`src/rtl/cpu_pkg.sv`:
```
// -----------------------------------------------------------------------------
// cpu_pkg
// Shared definitions for the 8-bit accumulator CPU: default widths, the
// instruction opcodes decoded from IR[7:5], and the phase encoding used by
// the controller that drives the datapath strobes.
// -----------------------------------------------------------------------------
package cpu_pkg;

    localparam int CPU_DATA_W = 8;
    localparam int CPU_ADDR_W = 5;
    localparam int CPU_OPC_W  = 3;

    localparam logic [CPU_OPC_W-1:0] OP_HLT = 3'b000;
    localparam logic [CPU_OPC_W-1:0] OP_SKZ = 3'b001;
    localparam logic [CPU_OPC_W-1:0] OP_ADD = 3'b010;
    localparam logic [CPU_OPC_W-1:0] OP_AND = 3'b011;
    localparam logic [CPU_OPC_W-1:0] OP_XOR = 3'b100;
    localparam logic [CPU_OPC_W-1:0] OP_LDA = 3'b101;
    localparam logic [CPU_OPC_W-1:0] OP_STO = 3'b110;
    localparam logic [CPU_OPC_W-1:0] OP_JMP = 3'b111;

    // Eight controller phases per instruction, in execution order.
    typedef enum logic [2:0] {
        PH_INST_ADDR  = 3'd0,
        PH_INST_FETCH = 3'd1,
        PH_INST_LOAD  = 3'd2,
        PH_IDLE       = 3'd3,
        PH_OP_ADDR    = 3'd4,
        PH_OP_FETCH   = 3'd5,
        PH_ALU_OP     = 3'd6,
        PH_STORE      = 3'd7
    } phase_t;

endpackage

```
`src/rtl/risc_alu.sv`:
```
// -----------------------------------------------------------------------------
// risc_alu
// Purely combinational ALU. Opcodes that do not compute (HLT, SKZ, STO, JMP)
// pass the accumulator through so a stray ld_ac leaves AC unchanged.
// Ports:
//   opcode    in   3       instruction opcode from IR
//   ac        in   DATA_W  accumulator operand
//   mem_rdata in   DATA_W  memory operand
//   result    out  DATA_W  value offered to AC
// -----------------------------------------------------------------------------
module risc_alu
    import cpu_pkg::*;
#(
    parameter int DATA_W = CPU_DATA_W
) (
    input  logic [CPU_OPC_W-1:0] opcode,
    input  logic [DATA_W-1:0]    ac,
    input  logic [DATA_W-1:0]    mem_rdata,
    output logic [DATA_W-1:0]    result
);

    always_comb begin
        // NOTE: default assigned first so no path through the case can infer a latch.
        result = ac;
        unique case (opcode)
            OP_ADD:  result = ac + mem_rdata;   // carry discarded
            OP_AND:  result = ac & mem_rdata;
            OP_XOR:  result = ac ^ mem_rdata;
            OP_LDA:  result = mem_rdata;
            default: result = ac;
        endcase
    end

endmodule

```
`src/rtl/risc_datapath.sv`:
```
// -----------------------------------------------------------------------------
// risc_datapath
// Register/ALU datapath of the accumulator CPU. Holds IR, PC, AC and a sticky
// halted flag, updated from the controller's per-phase strobes.
// Ports:
//   clk, rst                 clock, synchronous active-high reset
//   sel                      mem_addr source: 1 = PC, 0 = IR address field
//   ld_ir, inc_pc, ld_pc     IR / PC update strobes (ld_pc beats inc_pc)
//   ld_ac                    AC <= ALU result
//   data_e                   write-data bus enable
//   halt                     stop request; sets sticky halted
//   mem_rdata                memory read data
//   mem_addr, mem_wdata      memory address and write data (AC)
//   mem_wdata_oe             follows data_e
//   opcode, zero             decode feedback to the controller
//   halted, ac_q             status / visibility
// -----------------------------------------------------------------------------
module risc_datapath
    import cpu_pkg::*;
#(
    parameter int DATA_W = CPU_DATA_W,
    parameter int ADDR_W = CPU_ADDR_W,
    parameter int OPC_W  = CPU_OPC_W
) (
    input  logic              clk,
    input  logic              rst,
    input  logic              sel,
    input  logic              ld_ir,
    input  logic              inc_pc,
    input  logic              ld_pc,
    input  logic              ld_ac,
    input  logic              data_e,
    input  logic              halt,
    input  logic [DATA_W-1:0] mem_rdata,
    output logic [ADDR_W-1:0] mem_addr,
    output logic [DATA_W-1:0] mem_wdata,
    output logic              mem_wdata_oe,
    output logic [OPC_W-1:0]  opcode,
    output logic              zero,
    output logic              halted,
    output logic [DATA_W-1:0] ac_q
);

    logic [DATA_W-1:0] r_ir;
    logic [ADDR_W-1:0] r_pc;
    logic [DATA_W-1:0] r_ac;
    logic              r_halted;
    logic [DATA_W-1:0] w_alu_result;
    logic [ADDR_W-1:0] w_ir_addr;

    assign w_ir_addr = r_ir[ADDR_W-1:0];

    risc_alu #(
        .DATA_W (DATA_W)
    ) u_alu (
        .opcode    (r_ir[DATA_W-1 -: OPC_W]),
        .ac        (r_ac),
        .mem_rdata (mem_rdata),
        .result    (w_alu_result)
    );

    // The halt edge itself still commits the other strobes (so the PC
    // increment of the halting cycle lands); only later edges are frozen.
    always_ff @(posedge clk) begin
        // NOTE: non-blocking assignments so every register samples pre-edge values.
        if (rst) begin
            r_ir     <= '0;
            r_pc     <= '0;
            r_ac     <= '0;
            r_halted <= 1'b0;
        end else begin
            if (halt) begin
                r_halted <= 1'b1;
            end
            if (!r_halted) begin
                if (ld_ir) begin
                    r_ir <= mem_rdata;
                end
                if (ld_pc) begin
                    r_pc <= w_ir_addr;
                end else if (inc_pc) begin
                    r_pc <= r_pc + ADDR_W'(1);   // wraps modulo 2^ADDR_W
                end
                if (ld_ac) begin
                    r_ac <= w_alu_result;
                end
            end
        end
    end

    assign mem_addr     = sel ? r_pc : w_ir_addr;
    assign mem_wdata    = r_ac;
    assign mem_wdata_oe = data_e;
    assign opcode       = r_ir[DATA_W-1 -: OPC_W];
    assign zero         = (r_ac == '0);
    assign halted       = r_halted;
    assign ac_q         = r_ac;

endmodule

```
`config.mk`:
```
export PLATFORM = sky130hd
export DESIGN_NAME = risc_datapath
export DESIGN_NICKNAME = d
export VERILOG_FILES = /design/src/rtl/cpu_pkg.sv /design/src/rtl/risc_alu.sv /design/src/rtl/risc_datapath.sv
export SDC_FILE = /design/constraint.sdc
export NUM_CORES = 1
export LEC_CHECK = 0
export CORE_MARGIN = 5
export CORE_UTILIZATION = 45
export CTS_BUF_LIST = sky130_fd_sc_hd__clkbuf_4 sky130_fd_sc_hd__clkbuf_8
export CTS_CLUSTER_DIAMETER = 120
export DETAILED_ROUTE_END_ITERATION = 8
export GPL_ROUTABILITY_DRIVEN = 0
export PLACE_DENSITY = 0.76
export SLEW_MARGIN = 10
export SYNTH_ARGS = -nofsm -noshare
export SYNTH_HDL_FRONTEND = slang
export SYNTH_SLANG_ARGS = --single-unit
```
`constraint.sdc`:
```
create_clock -name clk -period 2.6 [get_ports clk]
set_input_delay 0.39 -clock clk [delete_from_list [all_inputs] [get_ports clk]]
set_output_delay 0.39 -clock clk [all_outputs]
set_load 0.005 [all_outputs]
```
Word-level counts from Yosys, hierarchy flattened
Index checks and enable logic that the tools add are counted.

word-level totals
  bits in registers = 22
  input port bits = 17
  logic and storage cells = 23
  output and inout bits = 27

operators by class
  reduce and logical (&&, ||, !) cells = 6
  $add $sub $neg = 2
  mux-type cells = 4
  equality and inequality tests = 4
  bitwise gates (word level) = 3

operators by type and width
  operator                                                               count
  8-bit case mux with 4 select lines                                     1
  5-bit 2-to-1 mux                                                       3
  8-bit adder                                                            1
  8-bit AND                                                              1
  8-bit zero test                                                        1
  8-bit XOR                                                              1
  3-bit by 2-bit equality test with 1-bit output, second input constant  2
  3-bit equality test, second input constant                             2
  5-bit by 1-bit adder with 5-bit output, second input constant          1
  2-bit AND reduction                                                    2
  4-bit nonzero test                                                     1
  3-bit AND reduction                                                    1
  2-bit nonzero test                                                     1
  1-bit inverter                                                         1

Depth between registers and ports, before layout
  word-level depth = 3
  gate-level depth with buffers = 7
  gate-level depth less buffers = 7

Modules after synthesis
From an unflattened synthesis, not the netlist that was laid out.

unflattened totals
  cells, all modules = 221
  area total of the unflattened synthesis = 1784.2 µm²

by module, submodules not included
  module         cells an instance  area each (µm²)  times used
  risc_datapath  114                1101.1           1
  risc_alu       107                683.2            1

Worst setup path before layout
Ideal clock, no wire load.

  path type = input to register
  start point = input mem_rdata[0]
  end point = register r_ac[6], in the netlist ac_q[6]
  data arrival time = 1.831 ns
  path slack = 0.650 ns
  stages on the path = 7
  cells stage by stage = ha_1 > fa_1 > a211oi_1 > o21bai_1 > a21oi_1 > xnor2_1 > a211o_1

on the way
  cells in the longest elaborated chain, start to end = 2

ends and longest elaborated chain
  element                             RTL line             text
  from (decl)                         risc_datapath.sv:34  input logic [DATA_W-1:0] mem_rdata,
  8-bit adder                         risc_alu.sv:26       OP_ADD: result = ac + mem_rdata;
  8-bit case mux with 4 select lines  risc_alu.sv:25       unique case (opcode)
  to (signal assigned)                risc_datapath.sv:85  r_ac <= w_alu_result;
  to (decl)                           risc_datapath.sv:46  logic [DATA_W-1:0] r_ac;

No other way between the ends.
A chain may end at the register's enable or synchronous reset.

Worst setup path after layout
  start point = register r_ac[7], in the netlist ac_q[7]
  end point = output zero

on the way
  cells in the longest elaborated chain, start to end = 1

ends and longest elaborated chain
  element          RTL line             text
  8-bit zero test  risc_datapath.sv:95  assign zero = (r_ac == '0);
  to (decl)        risc_datapath.sv:39  output logic zero,

No other way between the ends.

==> impl_metrics.py <==
metrics = {
    "timing": {
        "worst_slew_margin_rel": 0.489,
        "min_period_over_period": 0.867,
        "slew_viol_final": 0,
        "hold_violations": 0,
        "period_needed_ns": 2.25,
        "worst_pin_slew_ns": 0.762,
        "hold_ws_ns": 0.492,
        "fmax_mhz": 444,
        "setup_violations": 0,
        "tns_ns": 0,
        "rsz0062_at_grt": "false",
        "skew_ns": 0.00974,
    },
    "clocking": {
        "cts_resized": 0,
        "cts_hold_buf": 0,
        "cts_tree": "built",
        "clk_pin_slew_ns": 0.12,
        "clkLatencyLatePin_ns": 0.30,
        "clk_path_buf_depth": 2,
        "cts_buffers": 3,
        "postCtsSetupBuffers": 0,
        "h-tree-depth": 1,
        "root_buffer": "clkbuf_4",
        "cts_sinks": 22,
    },
    "worst_hold_path": {
        "hp-class": "flip-flop to flip-flop",
    },
    "layout": {
        "fin_nets": 243,
        "multiInputGateArea_sq_um": 970,
        "mostFrequentLayoutCells": "clkdlybuf4s50_1 (41), nor2_1 (24), dfxtp_1 (22)",
        "regArea_sq_um": 440,
        "filler_cell_count": 323,
        "layout-drive-gt1-share": 0.0654,
        "final_common_cell": "clkdlybuf4s50_1",
        "diodes": 0,
        "layout-area-overhead-vs-synth_pct": 25.6,
    },
    "floorplanning": {
        "die_x_um": 68.6,
        "row_count": 21,
        "core-area_sq_um": 3340,
        "die_h_um": 68.6,
        "io-pin-count": 44,
        "dieArea_sq_um": 4700,
        "initial_core_util": 0.462,
    },
    "setup_path": {
        "cp-endpoint": "zero",
        "worstRegToRegCells": 6,
        "setup.worst_path.start": "ac_q[7]$_SDFFE_PP0P_",
        "cp.required_ns": 2.21,
        "critPathSlowestCell": "or4_1",
        "worst-setup-path-type": "flip-flop to primary output",
        "worst-path-stages": 3,
        "critPathCaptureType": "primary output",
        "rr_startpoint": "ac_q[1]$_SDFFE_PP0P_",
        "crit_path_max_incr_delay_ns": 0.56,
        "regToRegSetupSlack_ns": 0.55,
        "crit_path_max_fanout": 5,
        "path_buf_inv": 1,
        "arrival_ns": 1.86,
        "cp_cell_sequence": "or4_1 -> nor2_1 -> clkdlybuf4s50_1",
        "worst_path_dominant_cell_family": "simple AND/OR/NAND/NOR gates",
        "worstReg2RegEnd": "ac_q[7]$_SDFFE_PP0P_",
        "startpoint_type": "flip-flop",
    },
    "power_and_ir_drop": {
        "powerDensity_nw_per_um2": 394,
        "power_leakage_nw": 0.786,
        "vdd_drop_max_v": 0.000238,
    },
    "yosys": {
        "postSynthCellCount": 186,
        "syn_nets": 213,
        "ys_seq_area_frac": 0.285,
        "synth_edf_count": 0,
        "avgSynthCellArea_sq_um": 8.29,
        "yosysWarnings": 0,
        "ys_types": 42,
        "synth.ff_latch_count": 22,
        "netlist.area_leader.share": 0.285,
        "synth_top_area_cell": "dfxtp_1",
        "synth_flop_cell": "dfxtp_1",
        "synthTopCellsByArea": "dfxtp_1 (29%), ha_1 (7.3%), buf_4 (6.3%), mux2i_1 (5.8%), nor2_1 (5.8%)",
        "synth.cell_area_sq_um": 1540,
        "synthArstFlopShare": 0,
    },
    "global_routing": {
        "grt_max_degree": 18,
        "grt_pass1_vias": 1362,
        "grt_first_pass_wirelength_um": 6330,
        "antenna_found_initial": 0,
        "overflow": 0,
        "grt.total_usage": 0.177,
    },
    "placed_design": {
        "port_buffers": 41,
        "place_hpwl_um": 2950,
    },
    "route": {
        "wl_per_cell_um": 15.1,
        "remaining_drc_errors": 0,
        "routed_via_density": 5.74,
        "dr.pass1.iters": 4,
        "drt-total-wl_um": 3930,
        "drt_iter0_drc": 122,
        "vias": 1493,
        "antenna_left": 0,
    },
    "outcome": {
        "outcome": "completed",
    },
    "job": {
        "cap_violations": 0,
    },
}
## per-stage QoR
step / utilization / cells / area [sq um] / power [W] / setup slack (ns)
floorplan: - / 186 / 1540 / 0.000519 / 0.650
global placement: 0.574 / 257 / 1920 / 0.000612 / 0.116
detailed placement: 0.574 / 257 / 1920 / 0.000615 / 0.0825
CTS: 0.581 / 260 / 1940 / 0.000771 / 0.334
global route: 0.581 / 260 / 1940 / 0.000810 / 0.241
finish: 0.581 / 260 / 1940 / 0.000763 / 0.346
## power by group
| part | switching, W | total, W | internal [W] |
|---|---|---|---|
| Combinational | 0.000102 | 0.000227 | 0.000125 |
| Sequential | 0.0000269 | 0.000382 | 0.000355 |
| Clock | 0.0000995 | 0.000153 | 0.0000539 |
| Total | 0.000229 | 0.000763 | 0.000534 |
## metal layers
metal,vias to the layer above,part of all wire,GRT usage
met5,-,0,0
met4,0,0.0069,0.0447
met3,2,0.045,0.0194
li1,745,-,-
met2,40,0.46,0.284
met1,706,0.49,0.251
## cells in the mapped netlist (3+ instances only)
cell type	n
buf_4	13
a221oi_1	3
clkbuf_1	5
ha_1	9
o31ai_1	3
a211oi_1	4
and3_1	3
nand2_1	8
nand3_1	4
a21oi_1	16
a22o_1	3
nor2_1	24
mux2_2	5
dfxtp_1	22
a22oi_1	4
xnor2_1	3
mux2i_1	9
a31oi_1	3
o21ai_0	8
nor3_1	5
## sequential cells by signal, summed over array words and instances (netlist names)
register  count
r_ir          8
ac_q          8
r_pc          5
halted        1
## kinds of logic after synthesis
kind of cell    synth area share
compound gates             0.271
xor+xnor                  0.0170
buf+inv                   0.0860
fa+ha+maj                 0.0860
simple gates               0.160
flops                      0.285
mux                       0.0949
## area by class of cell
cell class | count | share of cell area
inverters | 2 | 0.00387
well taps | 46 | 0.0297
clock buffers | 3 | 0.0116
repair buffers | 45 | 0.227
flip-flops and latches | 22 | 0.227
multi-input cells | 142 | 0.500
## worst min-delay path, delay by kind of cell, from the launching register on
family	cells	cell delay, ns
AND/OR/NAND/NOR	1	0.06
AO/OA/AOI/OAI	1	0.06
flip-flops	1	0.34
## how the worst min path moves through the flow
stage / from / endpoint / slack (ns) / depth (start not counted)
after detailed placement: r_ir[0]$_SDFFE_PP0P_ / r_pc[0]$_SDFFE_PP0P_ / 0.48 / 2
after CTS: r_ir[0]$_SDFFE_PP0P_ / r_pc[0]$_SDFFE_PP0P_ / 0.50 / 2
after global placement: r_ir[0]$_SDFFE_PP0P_ / r_pc[0]$_SDFFE_PP0P_ / 0.48 / 2
after global routing: r_ir[0]$_SDFFE_PP0P_ / r_pc[0]$_SDFFE_PP0P_ / 0.51 / 2
after floorplan: r_ir[0]$_SDFFE_PP0P_ / r_pc[0]$_SDFFE_PP0P_ / 0.46 / 2
final: r_ir[0]$_SDFFE_PP0P_ / r_pc[0]$_SDFFE_PP0P_ / 0.49 / 2
No activity file was read; power rests on OpenSTA's default activity.
